### src/rtl/mc_alu.sv
// mc_alu: multi-cycle ALU with a valid/ready handshake. MUL and DIV step one bit per cycle.
// Build option: define MC_ALU_DIV_EN to include the restoring divider; without it DIV reports div_err.
module mc_alu #(
  parameter int WIDTH = 32
) (
  input  logic             clk,
  input  logic             rst,
  input  logic             in_valid,
  output logic             in_ready,
  input  logic [2:0]       op,
  input  logic             use_carry,
  input  logic [4:0]       status_in,
  input  logic [WIDTH-1:0] opnd0,
  input  logic [WIDTH-1:0] opnd1,
  output logic             out_valid,
  input  logic             out_ready,
  output logic [WIDTH-1:0] result,
  output logic [WIDTH-1:0] result_hi,
  output logic [4:0]       status_out,
  output logic             div_err
);
  localparam int CW = $clog2(WIDTH + 1);
  localparam logic [CW-1:0] LAST = CW'(WIDTH - 1);
  localparam logic [2:0] OP_ADD = 3'd0, OP_SUB = 3'd1, OP_OR = 3'd3,
                         OP_XOR = 3'd4, OP_MUL = 3'd5, OP_DIV = 3'd6;
`ifdef MC_ALU_DIV_EN
  localparam logic DIV_EN = 1'b1;
`else
  localparam logic DIV_EN = 1'b0;
`endif

  typedef enum logic [1:0] {ST_IDLE = 2'd0, ST_BUSY = 2'd1, ST_DONE = 2'd2} state_t;

  state_t           state_r, state_s;
  logic [2:0]       op_r;
  logic [CW-1:0]    cnt_r;
  logic [WIDTH-1:0] hi_r, lo_r, opnd_r;
  logic [WIDTH-1:0] result_r, result_hi_r;
  logic [4:0]       status_r;
  logic             div_err_r;

  logic             carry_s, multi_s, quick_err_s;
  logic [WIDTH:0]   sum_s, dif_s, mul_sum_s;
  logic [WIDTH-1:0] quick_res_s, quick_hi_s;
  logic [4:0]       quick_st_s;
  logic [WIDTH-1:0] div_rem_s, div_quo_s, step_hi_s, step_lo_s;
  logic [4:0]       step_st_s;

  function automatic logic parity_even_f(input logic [7:0] v);
    return ~(^v);
  endfunction

  // Flag vector {CF, PF, ZF, SF, OF}
  function automatic logic [4:0] flags_f(input logic [WIDTH-1:0] res, input logic cf, input logic of);
    return {cf, parity_even_f(res[7:0]), (res == {WIDTH{1'b0}}), res[WIDTH-1], of};
  endfunction

  assign in_ready   = (state_r == ST_IDLE);
  assign out_valid  = (state_r == ST_DONE);
  assign result     = result_r;
  assign result_hi  = result_hi_r;
  assign status_out = status_r;
  assign div_err    = div_err_r;

  // Single-cycle results computed straight from the request, plus the multi-cycle decision
  always_comb begin
    carry_s     = use_carry & status_in[4];
    sum_s       = {1'b0, opnd0} + {1'b0, opnd1} + {{WIDTH{1'b0}}, carry_s};
    dif_s       = {1'b0, opnd0} - {1'b0, opnd1} - {{WIDTH{1'b0}}, carry_s};
    quick_res_s = {WIDTH{1'b0}};
    quick_hi_s  = {WIDTH{1'b0}};
    quick_st_s  = 5'b00000;
    quick_err_s = 1'b0;
    multi_s     = 1'b0;
    case (op)
      OP_ADD: begin
        quick_res_s = sum_s[WIDTH-1:0];
        quick_st_s  = flags_f(sum_s[WIDTH-1:0], sum_s[WIDTH],
                              (opnd0[WIDTH-1] == opnd1[WIDTH-1]) && (sum_s[WIDTH-1] != opnd0[WIDTH-1]));
      end
      OP_SUB: begin
        quick_res_s = dif_s[WIDTH-1:0];
        quick_st_s  = flags_f(dif_s[WIDTH-1:0], dif_s[WIDTH],
                              (opnd0[WIDTH-1] != opnd1[WIDTH-1]) && (dif_s[WIDTH-1] != opnd0[WIDTH-1]));
      end
      OP_OR: begin
        quick_res_s = opnd0 | opnd1;
        quick_st_s  = flags_f(opnd0 | opnd1, 1'b0, 1'b0);
      end
      OP_XOR: begin
        quick_res_s = opnd0 ^ opnd1;
        quick_st_s  = flags_f(opnd0 ^ opnd1, 1'b0, 1'b0);
      end
      OP_MUL: multi_s = 1'b1;
      OP_DIV: begin
        if (DIV_EN && (opnd1 != {WIDTH{1'b0}})) begin
          multi_s = 1'b1;
        end else begin
          quick_hi_s  = DIV_EN ? opnd0 : {WIDTH{1'b0}};
          quick_st_s  = status_in;
          quick_err_s = 1'b1;
        end
      end
      default: begin
        quick_res_s = opnd0 & opnd1;
        quick_st_s  = flags_f(opnd0 & opnd1, 1'b0, 1'b0);
      end
    endcase
  end

`ifdef MC_ALU_DIV_EN
  logic [WIDTH+1:0] div_trial_s;

  // Restoring divide step: hi_r holds the partial remainder, lo_r shifts dividend out and quotient in
  always_comb begin
    div_trial_s = {1'b0, hi_r, lo_r[WIDTH-1]} - {2'b00, opnd_r};
    if (div_trial_s[WIDTH+1]) begin
      div_rem_s = {hi_r[WIDTH-2:0], lo_r[WIDTH-1]};
    end else begin
      div_rem_s = div_trial_s[WIDTH-1:0];
    end
    div_quo_s = {lo_r[WIDTH-2:0], ~div_trial_s[WIDTH+1]};
  end
`else
  assign div_rem_s = {WIDTH{1'b0}};
  assign div_quo_s = {WIDTH{1'b0}};
`endif

  // Shift-add multiply step and selection of the active iteration
  always_comb begin
    mul_sum_s = {1'b0, hi_r} + (lo_r[0] ? {1'b0, opnd_r} : {(WIDTH+1){1'b0}});
    if (op_r == OP_MUL) begin
      step_hi_s = mul_sum_s[WIDTH:1];
      step_lo_s = {mul_sum_s[0], lo_r[WIDTH-1:1]};
      step_st_s = flags_f(step_lo_s, (step_hi_s != {WIDTH{1'b0}}), (step_hi_s != {WIDTH{1'b0}}));
    end else begin
      step_hi_s = div_rem_s;
      step_lo_s = div_quo_s;
      step_st_s = flags_f(div_quo_s, 1'b0, 1'b0);
    end
  end

  // Next-state logic
  always_comb begin
    state_s = state_r;
    case (state_r)
      ST_IDLE: begin
        if (in_valid) begin
          state_s = multi_s ? ST_BUSY : ST_DONE;
        end else begin
          state_s = ST_IDLE;
        end
      end
      ST_BUSY: begin
        if (cnt_r == LAST) begin
          state_s = ST_DONE;
        end else begin
          state_s = ST_BUSY;
        end
      end
      ST_DONE: begin
        if (out_ready) begin
          state_s = ST_IDLE;
        end else begin
          state_s = ST_DONE;
        end
      end
      default: state_s = ST_IDLE;
    endcase
  end

  // State register
  always_ff @(posedge clk) begin
    if (rst) begin
      state_r <= ST_IDLE;
    end else begin
      state_r <= state_s;
    end
  end

  // Operand capture, iteration registers and held results
  always_ff @(posedge clk) begin
    if (rst) begin
      op_r        <= 3'd0;
      cnt_r       <= {CW{1'b0}};
      hi_r        <= {WIDTH{1'b0}};
      lo_r        <= {WIDTH{1'b0}};
      opnd_r      <= {WIDTH{1'b0}};
      result_r    <= {WIDTH{1'b0}};
      result_hi_r <= {WIDTH{1'b0}};
      status_r    <= 5'b00000;
      div_err_r   <= 1'b0;
    end else begin
      case (state_r)
        ST_IDLE: begin
          if (in_valid) begin
            op_r   <= op;
            cnt_r  <= {CW{1'b0}};
            hi_r   <= {WIDTH{1'b0}};
            lo_r   <= (op == OP_MUL) ? opnd1 : opnd0;
            opnd_r <= (op == OP_MUL) ? opnd0 : opnd1;
            if (!multi_s) begin
              result_r    <= quick_res_s;
              result_hi_r <= quick_hi_s;
              status_r    <= quick_st_s;
              div_err_r   <= quick_err_s;
            end
          end
        end
        ST_BUSY: begin
          hi_r  <= step_hi_s;
          lo_r  <= step_lo_s;
          cnt_r <= cnt_r + {{(CW-1){1'b0}}, 1'b1};
          if (cnt_r == LAST) begin
            result_r    <= step_lo_s;
            result_hi_r <= step_hi_s;
            status_r    <= step_st_s;
            div_err_r   <= 1'b0;
          end
        end
        default: begin
        end
      endcase
    end
  end

endmodule

### config.mk
export PLATFORM = sky130hd
export DESIGN_NAME = mc_alu
export DESIGN_NICKNAME = d
export VERILOG_FILES = /design/src/rtl/mc_alu.sv
export SDC_FILE = /design/constraint.sdc
export NUM_CORES = 1
export LEC_CHECK = 0
export ABC_CLOCK_PERIOD_IN_PS = 6250
export CORE_AREA = 2 2 190 192
export DETAILED_ROUTE_END_ITERATION = 16
export DIE_AREA = 0 0 192 194
export DONT_BUFFER_PORTS = 1
export HOLD_SLACK_MARGIN = 0.08
export PLACE_DENSITY = 0.71
export SLEW_MARGIN = 20
export SYNTH_ARGS = -nofsm -noshare
export SYNTH_HDL_FRONTEND = slang
export SYNTH_SLANG_ARGS = --single-unit
### constraint.sdc
create_clock -name clk -period 6.25 [get_ports clk]
set_clock_uncertainty 0.1 [all_clocks]
set_input_delay 0.3125 -clock clk [delete_from_list [all_inputs] [get_ports clk]]
set_output_delay 0.3125 -clock clk [all_outputs]
set_load 0.01 [all_outputs]
==> flow_summary.toml <==
[timing]
maxSlewViolCount = 0
min_period_ps = 4480
rsz0062_at_grt = "false"
fin_tns_setup_ps = 0
fin_ws_ps = 1770
tightest_slew_ps = 955
fin_crit_sh = 0.718
slew_headroom = 0.361
hold_viol_final = 0
timing.fmax_mhz = 223
finalSetupViolations = 0

[synthesis]
syn_avg_cell_area_sq_um = 7.08
yosys.area.top_type = "dfxtp_1"
synth_edf_count = 0
ys_warn_count = 0
synth_common_cells = "279 x nand2_1, 277 x nor2_1, 230 x a21oi_1"
yosys-mux-area-fraction = 0.00563
ys_seq_area_frac = 0.204
synth_compound_area_frac = 0.298
syn_nets = 2718
synth_most_common_cell = "nand2_1"
syn-cell-area_sq_mm = 0.0173
synth_area_leaders = "dfxtp_1 20%, ha_1 13%, a21oi_1 6.6%, nand2_1 6.0%, nor2_1 6.0%"
synthAdderAreaFrac = 0.141
synthDistinctLibCells = 83
synthFlopType = "dfxtp_1"
synthCells = 2450
synth-simple-area-share = 0.234
synthXorXnorAreaFrac = 0.0475
synth_top_family_by_area = "compound AO/OA/AOI/OAI gates"
async_flop_share = 0
synth_seq_cells = 177
synth_top_area_share = 0.204

[place]
preCtsSetupSlack_ps = 1700
routabilityCongestion = 1.03
dp_hpwl_mm = 50.0
numPortBuffers = 0
dp_cells = 2754
placed_area_sq_mm = 0.0174

[clock_network]
cts.repair.resized = 0
post_cts_hold_buffer_count = 78
clk_path_buf_depth = 2
clkSinkCount = 177
cts.clk_slew.worst_paths_ps = 70
cts_setup_buffers = 0
htreeDepth = 4
clk_latency_ps = 450
clock_tree.root_cell = "clkbuf_16"
cts_tree = "yes"
cts_buffers = 17

[route]
drtPass1Iterations = 8
drt_iter0_drc = 2311
routed_via_density = 6.60
routed_wl_mm = 68.8
wire_per_inst_microns = 24.1
post-route-drc-count = 0
num_vias = 18900
ant_nets = 0

[floorplanning]
die_x_microns = 192
start_util = 0.492
io_pins = 149
core_area_sq_mm = 0.0352
rows = 69
die_h_microns = 194
dieArea_sq_mm = 0.0372

[worst_setup_path]
required_ps = 6450
critPathKind = "register to register"
start_kind = "register"
cp-end-kind = "register"
r2r_slack_ps = 1770
cp.arrival_ps = 4690
crit_fanout = 33

[finish]
area_growth_syn_to_layout_pct = 8.11
finalInstanceArea_sq_mm = 0.0187
instances_no_fill = 2862
fillCellCount = 3456
drive_gt1_frac = 0.0333
nNetsFinal = 2658

[power_and_ir_drop]
ir_drop_uv = 328
power_uw = 3720
powerDensity_mw_per_mm2 = 199
cellLeakagePower_uw = 0.00761

[grt]
grt_max_degree = 177
overflow = 0
antenna_found_initial = 5
grt_pass1_vias = 17600
grtUsageTotal = 0.361
grt_pass1_wl_mm = 104

[flow_run]
drv_cap = 0

[status]
status = "completed"

[worst_hold_path]
hold_class = "input pin to register"
-- cell type report --
type / count / area (sq um) / area share
well taps: 461 / 577 / 0.0308
clock buffers: 18 / 429 / 0.0229
diodes: 1 / 2.50 / 0.000133
flip-flops and latches: 177 / 3540 / 0.189
inverters: 146 / 548 / 0.0292
multi-input cells: 1952 / 12600 / 0.672
repair buffers: 96 / 933 / 0.0498
clock inverters: 11 / 109 / 0.00581
-- power breakdown --
group	internal [uW]	switching, uW	leakage, uW
Clock	546	485	0.000251
Combinational	537	884	0.00591
Sequential	1190	76.7	0.00145
Total	2280	1450	0.00761
-- worst max-delay path, stage by stage, from the launching register on --
cell      delay [ps]
dfxtp_1          940
and2_1           240
ha_1             220
fa_1             500
nor3_1           360
o221ai_1         200
nor2_1           120
nand3_1           80
or4_1            500
nor4_1           370
nand4_1          170
o31ai_1          380
a311oi_1         150
-- cell usage in the layout, fill, tap and decap left out, types with 19 or more instances in the layout --
cell type / instances
a211oi_1: 37
a21o_1: 41
nand4_1: 41
o21a_1: 19
nor3_1: 42
dlygate4sd3_1: 77
and2_1: 52
nand3_1: 53
nor4_1: 24
xor2_1: 34
a311oi_1: 57
nand2b_1: 21
inv_1: 144
nor2_1: 275
a21oi_1: 230
o221ai_1: 20
ha_1: 186
xnor2_1: 60
a22oi_1: 28
o21ai_0: 148
o211ai_1: 42
nand2_1: 279
dfxtp_1: 177
-- logic make-up (layout without fill, tap and decap cells) --
group                    count (synthesis)  count (layout)
multiplexers                             9               9
XOR/XNOR                                94              94
adder cells (fa/ha/maj)                192             192
AND/OR/NAND/NOR                        878             878
buffers and inverters                  321             271
AO/OA/AOI/OAI                          779             779
flip-flops                             177             177
other                                    0               1
-- state kept, by name, summed over array words and instances (netlist names) --
signal	count
opnd_r	32
result_hi	32
op_r	3
lo_r	32
div_err	1
hi_r	32
result	32
status_out	5
cnt_r	6
state_r	2
-- stage by stage --
step / utilization / hold WS [ps]
6_report: 0.532 / 96.4
2_1_floorplan: - / 336
5_1_grt: 0.532 / 89.7
3_5_place_dp: 0.494 / 302
3_3_place_gp: 0.494 / 301
4_1_cts: 0.532 / 80.5
-- final timing paths --
check	depth (start not counted)	startpoint	to
worst max-delay path	12	lo_r[0]$_SDFFE_PP0P_	status_out[0]$_SDFFE_PP0P_
worst min-delay path	4	opnd1[22]	lo_r[22]$_SDFFE_PP0P_
worst max register to register	12	lo_r[0]$_SDFFE_PP0P_	status_out[0]$_SDFFE_PP0P_
worst min register to register	2	op_r[2]$_SDFFE_PP0P_	op_r[2]$_SDFFE_PP0P_
-- routing by layer --
metal | part of all wire | wire (microns) | up-vias | GRT usage
met5 | 0.00052 | 36 | - | 0
met4 | 0.057 | 3900 | 6 | 0.173
met3 | 0.11 | 7310 | 230 | 0.0824
met2 | 0.43 | 29600 | 1152 | 0.553
met1 | 0.41 | 28000 | 8804 | 0.476
li1 | - | - | 8704 | -
(Power assumes the default switching activity.)
